==> src/rtl/wam_pkg.sv <==
// Shared definitions for the countdown display path: segment patterns,
// converter state encoding and the seconds width.
package wam_pkg;

  localparam int unsigned SECONDS_W   = 6;
  localparam int unsigned SECONDS_MAX = 60;

  // Active-low segments, bit order {g,f,e,d,c,b,a}
  localparam logic [6:0] SEG_DIGIT [0:9] = '{
    7'b1000000, 7'b1111001, 7'b0100100, 7'b0110000, 7'b0011001,
    7'b0010010, 7'b0000010, 7'b1111000, 7'b0000000, 7'b0010000
  };
  localparam logic [6:0] SEG_DASH  = 7'b0111111;
  localparam logic [6:0] SEG_BLANK = 7'b1111111;

  typedef enum logic [1:0] {
    IDLE,
    SHIFT,
    DONE
  } state_e;

  function automatic logic seconds_in_range(input logic [SECONDS_W-1:0] s);
    return 32'(s) <= SECONDS_MAX;
  endfunction

endpackage

==> src/rtl/seg7_encode.sv <==
// 4-bit BCD digit to active-low 7-segment pattern; non-decimal codes go blank.
module seg7_encode
  import wam_pkg::*;
(
  input  logic [3:0] bcd,
  output logic [6:0] seg
);

  always_comb begin
    seg = SEG_BLANK;
    for (int unsigned i = 0; i < 10; i++) begin
      if (bcd == 4'(i)) seg = SEG_DIGIT[i];
    end
  end

endmodule

==> src/rtl/time_display_decoder.sv <==
// Countdown seconds to two 7-segment digits via a serial shift-add-3 converter,
// with low-time blinking applied at the output.
module time_display_decoder
  import wam_pkg::*;
#(
  parameter int unsigned BLINK_HALF = 25_000_000,
  parameter int unsigned LOW_THRESH = 10
) (
  input  logic                 clk,
  input  logic                 reset,
  input  logic [SECONDS_W-1:0] seconds,
  input  logic                 blink_en,
  output logic [6:0]           hex_tens,
  output logic [6:0]           hex_ones,
  output logic                 busy,
  output logic                 time_low
);

  localparam int unsigned SR_W  = 8 + SECONDS_W;
  localparam int unsigned CNT_W = (BLINK_HALF > 1) ? $clog2(BLINK_HALF) : 1;
  localparam logic [CNT_W-1:0] BLINK_LAST = CNT_W'(BLINK_HALF - 1);

  state_e               state_q, state_d;
  logic [SECONDS_W-1:0] seconds_q, seconds_d;
  logic [SECONDS_W-1:0] shown_q, shown_d;
  logic [SR_W-1:0]      sr_q, sr_d;
  logic [SR_W-1:0]      sr_adj;
  logic [2:0]           cnt_q, cnt_d;
  logic [3:0]           tens_q, tens_d;
  logic [3:0]           ones_q, ones_d;
  logic                 dash_q, dash_d;
  logic                 time_low_q, time_low_d;
  logic [CNT_W-1:0]     blink_cnt_q, blink_cnt_d;
  logic                 phase_q, phase_d;
  logic [6:0]           tens_seg, ones_seg;
  logic                 blank;

  always_comb begin
    state_d     = state_q;
    seconds_d   = seconds;
    shown_d     = shown_q;
    sr_d        = sr_q;
    cnt_d       = cnt_q;
    tens_d      = tens_q;
    ones_d      = ones_q;
    dash_d      = dash_q;
    time_low_d  = time_low_q;
    blink_cnt_d = blink_cnt_q;
    phase_d     = phase_q;

    sr_adj = sr_q;
    if (sr_q[SR_W-1 -: 4] >= 4'd5) sr_adj[SR_W-1 -: 4] = sr_q[SR_W-1 -: 4] + 4'd3;
    if (sr_q[SR_W-5 -: 4] >= 4'd5) sr_adj[SR_W-5 -: 4] = sr_q[SR_W-5 -: 4] + 4'd3;

    // Out-of-range values still walk through SHIFT so latency stays fixed;
    // DONE discards the shifted result for them.
    unique case (state_q)
      IDLE: begin
        if (seconds_q != shown_q) begin
          shown_d = seconds_q;
          sr_d    = {8'b0, seconds_q};
          cnt_d   = '0;
          state_d = SHIFT;
        end
      end
      SHIFT: begin
        sr_d  = {sr_adj[SR_W-2:0], 1'b0};
        cnt_d = cnt_q + 3'd1;
        if (cnt_q == 3'(SECONDS_W - 1)) state_d = DONE;
      end
      DONE: begin
        if (seconds_in_range(shown_q)) begin
          tens_d     = sr_q[SR_W-1 -: 4];
          ones_d     = sr_q[SR_W-5 -: 4];
          dash_d     = 1'b0;
          time_low_d = (shown_q != '0) && (32'(shown_q) <= LOW_THRESH);
        end else begin
          dash_d     = 1'b1;
          time_low_d = 1'b0;
        end
        state_d = IDLE;
      end
      default: state_d = IDLE;
    endcase

    if (blink_cnt_q == BLINK_LAST) begin
      blink_cnt_d = '0;
      phase_d     = ~phase_q;
    end else begin
      blink_cnt_d = blink_cnt_q + 1'b1;
    end
  end

  always_ff @(posedge clk) begin
    if (reset) begin
      state_q     <= IDLE;
      seconds_q   <= '0;
      shown_q     <= '0;
      sr_q        <= '0;
      cnt_q       <= '0;
      tens_q      <= '0;
      ones_q      <= '0;
      dash_q      <= 1'b0;
      time_low_q  <= 1'b0;
      blink_cnt_q <= '0;
      phase_q     <= 1'b0;
    end else begin
      state_q     <= state_d;
      seconds_q   <= seconds_d;
      shown_q     <= shown_d;
      sr_q        <= sr_d;
      cnt_q       <= cnt_d;
      tens_q      <= tens_d;
      ones_q      <= ones_d;
      dash_q      <= dash_d;
      time_low_q  <= time_low_d;
      blink_cnt_q <= blink_cnt_d;
      phase_q     <= phase_d;
    end
  end

  seg7_encode u_seg_tens (
    .bcd (tens_q),
    .seg (tens_seg)
  );

  seg7_encode u_seg_ones (
    .bcd (ones_q),
    .seg (ones_seg)
  );

  assign blank    = blink_en & time_low_q & phase_q;
  assign hex_tens = blank ? SEG_BLANK : (dash_q ? SEG_DASH : tens_seg);
  assign hex_ones = blank ? SEG_BLANK : (dash_q ? SEG_DASH : ones_seg);
  assign busy     = (state_q == SHIFT) || (state_q == DONE);
  assign time_low = time_low_q;

endmodule
==> config.mk <==
export PLATFORM = sky130hd
export DESIGN_NAME = time_display_decoder
export DESIGN_NICKNAME = d
export VERILOG_FILES = /design/src/rtl/wam_pkg.sv /design/src/rtl/seg7_encode.sv /design/src/rtl/time_display_decoder.sv
export SDC_FILE = /design/constraint.sdc
export NUM_CORES = 1
export LEC_CHECK = 0
export CORE_MARGIN = 4
export CORE_UTILIZATION = 58
export CTS_CLUSTER_SIZE = 20
export DETAILED_ROUTE_END_ITERATION = 8
export PLACE_DENSITY = 0.78
export SETUP_SLACK_MARGIN = 0.02
export SLEW_MARGIN = 20
export SYNTH_ARGS = -nofsm -noshare
export SYNTH_HDL_FRONTEND = slang
export SYNTH_SLANG_ARGS = --single-unit
==> constraint.sdc <==
create_clock -name clk -period 2.5 [get_ports clk]
set_clock_uncertainty 0.15 [all_clocks]
set_input_delay 0.75 -clock clk [delete_from_list [all_inputs] [get_ports clk]]
set_output_delay 0.75 -clock clk [all_outputs]
set_load 0.03 [all_outputs]
# Yosys cells after proc, flatten, opt, wreduce, memory -nomap -nowiden
# Cells that the tools add are included.
# totals
elab_cells	94
register_bits	67
output_inout_bits	16
# op_classes
reduce_logical	12
addsub	4
bitwise	3
muxes	35
n_lt_le_gt_ge	4
eq_ne	25
# op_table
op	count
2-to-1 mux 7 bit	20
equality test 4 x 3 -> 1 bit, second input constant	8
case mux 14 bit (2 select lines)	1
adder 25 x 1 -> 25 bit, second input constant	1
equality test 25 bit, second input constant	1
2-to-1 mux 6 bit	4
equality test 4 x 2 -> 1 bit, second input constant	4
equality test 4 bit, second input constant	4
2-to-1 mux 14 bit	1
equality test 4 x 1 -> 1 bit, second input constant	2
greater-or-equal comparator 4 x 3 -> 1 bit, second input constant	2
zero test 4 bit	2
AND reduction 2 bit	4
<= comparator 6 x 4 -> 1 bit, second input constant	1
<= comparator 6 bit, second input constant	1
2-to-1 mux 3 bit	2
!= test 6 bit	1
case mux 3 bit (2 select lines)	1
nonzero test 6 bit	1
adder 4 x 2 -> 4 bit, second input constant	1
2-to-1 mux 2 bit	2
2-to-1 mux 4 bit	1
!= test 2 bit, second input constant	2
case mux 2 bit (2 select lines)	1
other kinds (13)	15

# Depth between registers and ports, before layout
# depth
depth_word	13
mapped_depth	8
ltp_nobuf	7

# By module
# From an unflattened synthesis, not the netlist that was laid out.
# hier_totals
hier_cells	395
area_unflattened_um2	3429.5
# modules_own_cells
module	cells_each	seq_area_each_um2	area_each_um2	n_inst
time_display_decoder	349	1341.3	3126.7	1
seg7_encode	23	0.0	151.4	2

# Worst setup path before layout
# No wires, ideal clock.
# synth_path
kind	input to output
from	input port blink_en
to	output port hex_ones[5]
arrival_time_ps	1576
path_slack_ps	24
n_path_buf	1
cell_stages	3
cell_sequence	a31oi_1 -> clkbuf_1 -> o2111ai_1
# synth_via
elab_chain_len	3
# synth_rtl
element	line_no	rtl
start: declaration	time_display_decoder.sv:12	input logic blink_en,
bitwise AND 1 bit (2 in a row)	time_display_decoder.sv:132	assign blank = blink_en & time_low_q & phase_q;
2-to-1 mux 7 bit	time_display_decoder.sv:134	assign hex_ones = blank ? SEG_BLANK : (dash_q ? SEG_DASH : ones_seg);
end: declaration	time_display_decoder.sv:14	output logic [6:0] hex_ones,
# No other way between the ends.

# Final worst setup path
# layout_path
from	input port blink_en
to	output port hex_ones[3]
# The elaborated chain is that of the path after synthesis.

==> flow_summary.toml <==
[cells_and_area]
multi_input_area_um2 = 1894
drive_gt1_frac = 0.1602
diodes = 0
area_growth_pct = 16.88
final_common_cell = "nor2_1"
seqCellArea_um2 = 1349
layout_common_cells = "nor2_1 (69), dfxtp_1 (63), a21oi_1 (26)"
fillers = 429
layout.nets = 451
post-route-util = 0.7057

[clock_tree]
clk_latency_ns = 0.33
cts_root_buf = "clkbuf_8"
cts_hold_buf = 0
clk_pin_slew_worst_paths_ns = 0.07
cts_buffers = 9
clock_sinks = 67
tritoncts = "done"
cts.path.max_buffers = 2
htree_num_levels = 3

[yosys]
avgSynthCellArea_um2 = 8.457
synth-async-reset-ratio = 0
yosysSeqAreaShare = 0.3985
synth.cell_area_um2 = 3366
synth-seq-cells = 67
synth_cells = 398
synthFlopType = "dfxtp_1"
synth_edf_count = 0
yosys_warnings = 0
syn_nets = 417
synth_cell_types = 53

[timing]
relSlewSlack = 0.3638
fmax_mhz = 412.6
rsz0062_at_grt = "no"
min_period_over_period = 0.9694
tightestPinTransition_ns = 0.9480
finalCriticalPeriod_ns = 2.423
finalSetupViolCount = 0
hold_viol = 0
hold_slack_ns = 0.3023
final_max_slew_viol_count = 0

[routing]
drtPass1Iterations = 4
wl_per_cell_um = 12.60
vias_per_cell = 5.530
antenna_left = 0
drc = 0
highest_layer = "met4"
route.met2.wl_um = 3015
wl_met3_um = 280
drt_iter0_drc = 129
wirelength_um = 6415
num_vias = 2815
met1_length_um = 3032

[pwr]
peakVddDrop_v = 0.0005167
p_leak_uw = 0.001600
powerDensity_nw_per_um2 = 589.5

[grt]
antenna_found_initial = 0
grt_use_total = 0.1914
grt_max_degree = 26
grt_pass1_wl_um = 11390
grt_pass1_vias = 2649
gr-total-overflow = 0

[worst_setup_path]
worstPathMaxFanout = 3
cp.required_ns = 1.60
critPathKind = "input pin to output pin"
end_kind = "output pin"
critPathLaunchType = "input pin"
crit_arrival_ns = 1.52

[floorplanning]
start_util = 0.6038
die_h_um = 84.18
fp-row-count = 27
coreArea_um2 = 5574
die_w_um = 84.18
dieArea_um2 = 7085
io_pins = 25

[hold_path]
hp-class = "register to register"

[placed_design]
io_buffers = 24
place_congestion = 0.8289
dp.final_hpwl_um = 4619

[flow_run]
maxCapViolations = 0

[outcome]
outcome = "finished, final reports clean"
## Yosys cell counts (2+ instances only)
cell,instances,area share
clkbuf_1,12,0.013
a21oi_1,26,0.039
and3_1,4,0.0074
a211oi_2,3,0.011
o21ai_0,10,0.015
o31a_1,2,0.0052
ha_1,10,0.037
o2bb2ai_1,5,0.013
xor2_1,20,0.052
a21boi_0,2,0.0045
nand2_1,24,0.027
a31oi_1,4,0.0074
a21o_1,3,0.0067
mux2i_1,15,0.045
a211oi_1,4,0.0089
buf_1,4,0.0045
o32ai_1,3,0.0078
xnor2_1,12,0.031
o22ai_1,4,0.0074
dfxtp_1,67,0.40
buf_6,3,0.010
nor2_1,69,0.077
nand3_1,17,0.025
nor3_1,8,0.012
nand4_1,9,0.017
nor4_1,2,0.0037
nor2b_1,7,0.013
nand2b_1,6,0.011
inv_1,19,0.021
## metal layers
layer	GRT usage	up-vias
met2	0.3171	57
met5	0	-
li1	-	1441
met3	0.05005	12
met4	0.07018	0
met1	0.2396	1305
## flip-flops by register name (all words and copies together), names as in the netlist, 2 cells and up
name,cells
blink_cnt_q,25
cnt_q,3
ones_q,4
seconds_q,6
shown_q,6
sr_q,14
state_q,2
tens_q,4
## logic make-up after synthesis
| family | synth area share |
|---|---|
| flops | 0.3985 |
| compound gates | 0.1435 |
| buf+inv | 0.05279 |
| xor+xnor | 0.08327 |
| mux | 0.04461 |
| simple gates | 0.2402 |
| fa+ha+maj | 0.03717 |
## worst max-delay path, cell delays in order
cell and delay [ns]:
buf_2 0.12, a31oi_4 0.21, a21boi_4 0.22, nand3_2 0.08, buf_6 0.15
## stage by stage
step	worst slack, ns	power, µW	TNS (ns)	area [µm²]	std cells
CTS	0.02512	2338	0	3900	509
detailed placement	-0.7608	1487	-7.925	3727	492
floorplan	0.02384	1418	0	3366	398
global placement	-0.7077	1476	-7.634	3727	492
finish	0.07656	2319	0	3934	509
global route	0.02189	2425	0	3934	509
## final timing paths
check	cells past startpoint	start	slack, ns	to
setup / recovery	5	blink_en	0.08	hex_ones[3]
hold / removal	2	sr_q[5]	0.30	sr_q[6]
setup reg to reg	7	blink_cnt_q[0]	0.33	blink_cnt_q[2]
hold reg to reg	2	sr_q[5]	0.30	sr_q[6]
## cell type report
type / count / area share
Sequential cell: 67 / 0.3429
Clock inverter: 2 / 0.008906
Inverter: 19 / 0.01813
Tap cell: 72 / 0.02290
Multi-Input combinational cell: 291 / 0.4816
Clock buffer: 14 / 0.03880
Timing Repair Buffer: 44 / 0.08683
## where the power goes
part / internal [µW] / leakage (µW) / switching, µW
Combinational: 135 / 0.000958 / 177
Clock: 489 / 0.0000947 / 369
Sequential: 1110 / 0.000547 / 38.6
## what timing repair did
item,CTS,global route
endpoints found under the setup margin,14,8
cloned,1,0
buffers inserted,0,0
hold endpoints to repair,0,0
resized for setup,77,16
pin swaps,2,1
No activity file was read; power rests on OpenSTA's default activity.
==> RTL edit 1: new RTL, same settings <==
Change the package constant `SECONDS_W` from 6 to 12.
--- a/src/rtl/wam_pkg.sv
+++ b/src/rtl/wam_pkg.sv
@@ -4,3 +4,3 @@
 
-  localparam int unsigned SECONDS_W   = 6;
+  localparam int unsigned SECONDS_W   = 12;
   localparam int unsigned SECONDS_MAX = 60;
Interface: changed (resized seconds); port bits go from 25 to 31. The function was not compared with the original's and may differ.
==> RTL edit 1 against the unedited design <==
Combinational power grew 56%; sequential cell count is 18 higher; sequential power grew 29%; routed wire length grew 31%; design area increased by 26%; die area rose by 23%; clock power up 34%; worst setup slack worse by 13 ps; total power grew 34%; area after synthesis rose by 26%.
==> RTL edit 1: results (changes against the unedited design) <==
### Power
• **Internal Pwr Total** 2.29 mW, +32%
• **worst-case vdd ir drop** 466 uV, -9.9%
• **leakage power of the design** 2.09 nW, +30%

### Cells and area
• **Net count, final** 536, +19%
• **number of filler instances in the final layout** 541, +26%
• **share of post-route cells with drive strength above 1** 17.6%, +1.6 points
• **Regs by FF count** blink_cnt_q x25, sr_q x20

### Routing
• **via count** 3363, +19%
• **length of routed wiring on met1** 3980 um, +31%
• **ratio of routed vias to standard cells** 5.50, -0.64%
• **iteration-0 DRC count of the detailed router** 164, +27%
• **sum of routed wire length over all layers** 8410 um, +31%
• **top layer in use** met4
• **Initial DRT Pass Iterations** 4, unchanged
• **amount of wire on met3 after detailed routing** 304 um, +8.6%
• **amount of wire on met2 after detailed routing** 4030 um, +34%

### Synth
• **adder-cell share of the synthesized area** 2.95%, -0.77 points
• **number of distinct library cells after synthesis** 50, -5.7%
• **leading cell types by count after synthesis** sky130_fd_sc_hd__dfxtp_1, sky130_fd_sc_hd__nor2_1, sky130_fd_sc_hd__mux2i_1
• **Synth Area in XOR/XNOR** 8.26%, -0.070 points
• **synthesized instance count** 471, +18%
• **mux contribution to synthesized area** 8.02%, +3.6 points
• **post-synthesis sequential area ratio** 40.1%, +0.25 points
• **complex-gate fraction of the synthesized area** 13.6%, -0.78 points
• **cell types occupying the most area after synthesis** sky130_fd_sc_hd__dfxtp_1, sky130_fd_sc_hd__mux2i_1, sky130_fd_sc_hd__nor2_1
• **syn_nets** 496, +19%

### Place
• **standard cell area after detailed placement** 4690 sq um, +26%
• **Placed Cells** 594, +21%
• **Final HPWL DP** 5900 um, +28%
• **final weighted congestion of routability-driven global placement** 0.811, -2.2%
• **PortBufs** 30, +25%
• **pre-CTS setup slack** -854 ps, -92.8 ps

### Setup path
• **critical path peak fanout** 12, +9
• **delay contributed by the slowest stage of the critical path** 390 ps, +170 ps
• **cell with the largest stage delay on the worst path** sky130_fd_sc_hd__dfxtp_2
• **Critical Path AT** 1540 ps, +20 ps
• **family with the most delay on the worst path** simple AND/OR/NAND/NOR gates

### Global route
• **maximum number of pins on one net before global-route repair** 35, +35%
• **global-route track usage on met3** 4.42%, -0.58 points
• **grt met1 use** 27.1%, +3.1 points

### STA
• **Worst Max-Slew Pin Slew** 688 ps, -260 ps

### Status
• **run status** finished clean

### Clock network
• **post_cts resized** 50, -35%

-- RTL edit 1: worst paths after layout --
check / from / to / slack [ps] / cells past startpoint
worst max-delay path: tens_q[1] / hex_tens[3] / 60 / 4
worst min-delay path: blink_cnt_q[0] / blink_cnt_q[0] / 300 / 1
worst max register to register: state_q[0] / sr_q[19] / 350 / 7
worst min register to register: blink_cnt_q[0] / blink_cnt_q[0] / 300 / 1
-- RTL edit 1: power by group through the flow --
stage / clock [mW] / sequential, mW / combinational (mW)
2_1_floorplan: 0 / 1.50 / 0.383
3_3_place_gp: 0 / 1.51 / 0.471
3_5_place_dp: 0 / 1.51 / 0.485
4_1_cts: 1.16 / 1.48 / 0.487
5_1_grt: 1.22 / 1.49 / 0.536
6_report: 1.15 / 1.48 / 0.485
-- RTL edit 1: layout make-up --
class                      instances  share of cell area, %
inverter                          18                   1.36
sequential                        85                   34.6
clock buffer                       9                   2.50
timing repair buffer              55                   9.16
tap                               96                   2.42
clock inverter                     7                   2.30
multi-input combinational        342                   47.6
==> RTL edit 2: new RTL, same settings <==
Without the edit above. The 3 states of `state_e` get a one-hot encoding in 3 bits.
--- a/src/rtl/wam_pkg.sv
+++ b/src/rtl/wam_pkg.sv
@@ -15,6 +15,6 @@
 
-  typedef enum logic [1:0] {
-    IDLE,
-    SHIFT,
-    DONE
+  typedef enum logic [2:0] {
+    IDLE  = 3'b001,
+    SHIFT = 3'b010,
+    DONE  = 3'b100
   } state_e;
Check against the original RTL: no difference found for any inputs over 10 cycles, from zero or initial values and one cycle with reset high; not proved beyond that.
==> RTL edit 2 against the unedited design <==
Sequential cell count increased by 1; critical endpoint unchanged; count of clock-buffer cells in the layout decreased by 4; design area is 4.2% higher; routed wire length up 4.5%; area after synthesis grew 0.33%; critical path type unchanged; worst setup slack lost 55 ps; total power grew 12%.
==> RTL edit 2: results (changes against the unedited design) <==
### Global route
• **grt met1 use** 25.1%, +1.1 points
• **number of global-route vias before repair** 2532, -4.4%
• **global-route track usage on met3** 3.83%, -1.2 points
• **overall track demand over capacity in global routing** 19.8%, +0.64 points
• **first-pass GRT wire length** 11600 um, +1.8%
• **met2 track utilization from global routing** 32.4%, +0.65 points
• **number of antenna violations at the first check in global routing** 0, unchanged
• **maximum number of pins on one net before global-route repair** 26, unchanged

### Place
• **Placed Cells** 484, -1.6%
• **final weighted congestion of routability-driven global placement** 0.790, -4.7%
• **Final HPWL DP** 4430 um, -4.2%
• **pre-CTS setup slack** -919 ps, -158 ps
• **PortBufs** 24, unchanged

### Setup path
• **delay contributed by the slowest stage of the critical path** 190 ps, -30 ps
• **cell with the largest stage delay on the worst path** sky130_fd_sc_hd__a21boi_4
• **critical path peak fanout** 5, +2
• **family with the most delay on the worst path** buffers and inverters
• **register-to-register path setup slack** 570 ps, +240 ps

### Routing
• **average wire length per cell after detail routing** 13.3 um, +5.9%
• **iteration-0 DRC count of the detailed router** 132, +2.3%
• **ratio of routed vias to standard cells** 5.44, -1.6%
• **sum of routed wire length over all layers** 6700 um, +4.5%

### Clock network
• **number of H-tree branching levels** 3, unchanged
• **cts bufs inserted** 9, unchanged
• **buffer cell driving the clock tree root** sky130_fd_sc_hd__clkbuf_8
• **clk_lat worst skew** 350 ps, +20 ps
• **maximum clock insertion buffer count** 2, unchanged

### STA
• **Worst Max-Slew Pin Slew** 419 ps, -529 ps
• **Final Critical Period** 2480 ps, +54.6 ps
• **final worst hold slack** 320 ps, +17.2 ps

### Cells and area
• **Net count, final** 441, -2.2%
• **flip-flop count of the largest register after layout** 25, unchanged
• **number of filler instances in the final layout** 415, -3.3%
• **share of post-route cells with drive strength above 1** 18.6%, +2.6 points
• **Regs by FF count** blink_cnt_q x25, sr_q x14
• **ANT cells** 0, unchanged

### Synth
• **syn_nets** 406, -2.6%
• **Async SR Flop Fraction** 0%, unchanged
• **number of distinct library cells after synthesis** 53, unchanged
• **Synth warnings** 0, unchanged
• **synthesized area per cell** 8.66 sq um, +2.4%
• **cell types occupying the most area after synthesis** sky130_fd_sc_hd__dfxtp_1, sky130_fd_sc_hd__nor2_1, sky130_fd_sc_hd__xor2_1
• **most instantiated flip-flop cell in the synthesis netlist** sky130_fd_sc_hd__dfxtp_1
• **post-synthesis sequential area ratio** 40.3%, +0.46 points
• **leading cell types by count after synthesis** sky130_fd_sc_hd__dfxtp_1, sky130_fd_sc_hd__nor2_1, sky130_fd_sc_hd__nand2_1

### Power
• **worst-case vdd ir drop** 441 uV, -15%
• **power density over the cells** 633 nW/um^2, +7.5%
• **proportion of power drawn by the clock network** 42.8%, +5.8 points
• **total net switching power** 0.637 mW, +9.1%
• **leakage power of the design** 1.66 nW, +3.8%
• **sequential share of power** 45.1%, -4.5 points

### Status
• **run status** finished clean

## RTL edit 2: worst paths after layout
check | start | to | cells after the start
worst max register to register | blink_cnt_q[0] | blink_cnt_q[24] | 6
worst min register to register | sr_q[5] | sr_q[6] | 2
worst max-delay path | blink_en | hex_ones[3] | 6
worst min-delay path | sr_q[5] | sr_q[6] | 2
## RTL edit 2: what timing repair did
| item | 4_1_cts | 5_1_grt |
|---|---|---|
| setup endpoints to repair | 15 | 11 |
| buffers inserted | 0 | 1 |
| gates resized for setup | 70 | 27 |
| cloned | 1 | 0 |
| pin swaps | 1 | 4 |
## RTL edit 2: per-layer routing
metal / vias up / wire length, um
met5: - / 0
met4: 0 / 144
met3: 15 / 268
met2: 50 / 3060
met1: 1243 / 3230
li1: 1425 / -
## RTL edit 2: kinds of logic (layout without fill, tap and decap cells)
kind of cell | after synthesis | after routing | synth area share, %
multiplexers | 14 | 14 | 4.15
adder cells (fa/ha/maj) | 7 | 7 | 2.59
flip-flops | 68 | 68 | 40.3
AO/OA/AOI/OAI | 68 | 68 | 13.1
buffers and inverters | 29 | 69 | 4.45
AND/OR/NAND/NOR | 170 | 170 | 26.6
XOR/XNOR | 34 | 34 | 8.82
## RTL edit 2: area by class of cell
class / instances / area (sq um) / area share (%)
multi-input combinational: 293 / 1920 / 47.0
sequential: 68 / 1380 / 33.7
timing repair buffer: 45 / 423 / 10.3
clock buffer: 10 / 138 / 3.36
clock inverter: 6 / 111 / 2.72
tap: 72 / 90.1 / 2.20
inverter: 8 / 30.0 / 0.733
## RTL edit 2: per-stage QoR
step	TNS, ps	area (sq um)
after global placement	-8380	3760
after floorplan	-20.6	3380
after global routing	-6.98	4100
after detailed placement	-8910	3760
final	0	4100
after CTS	0	4020
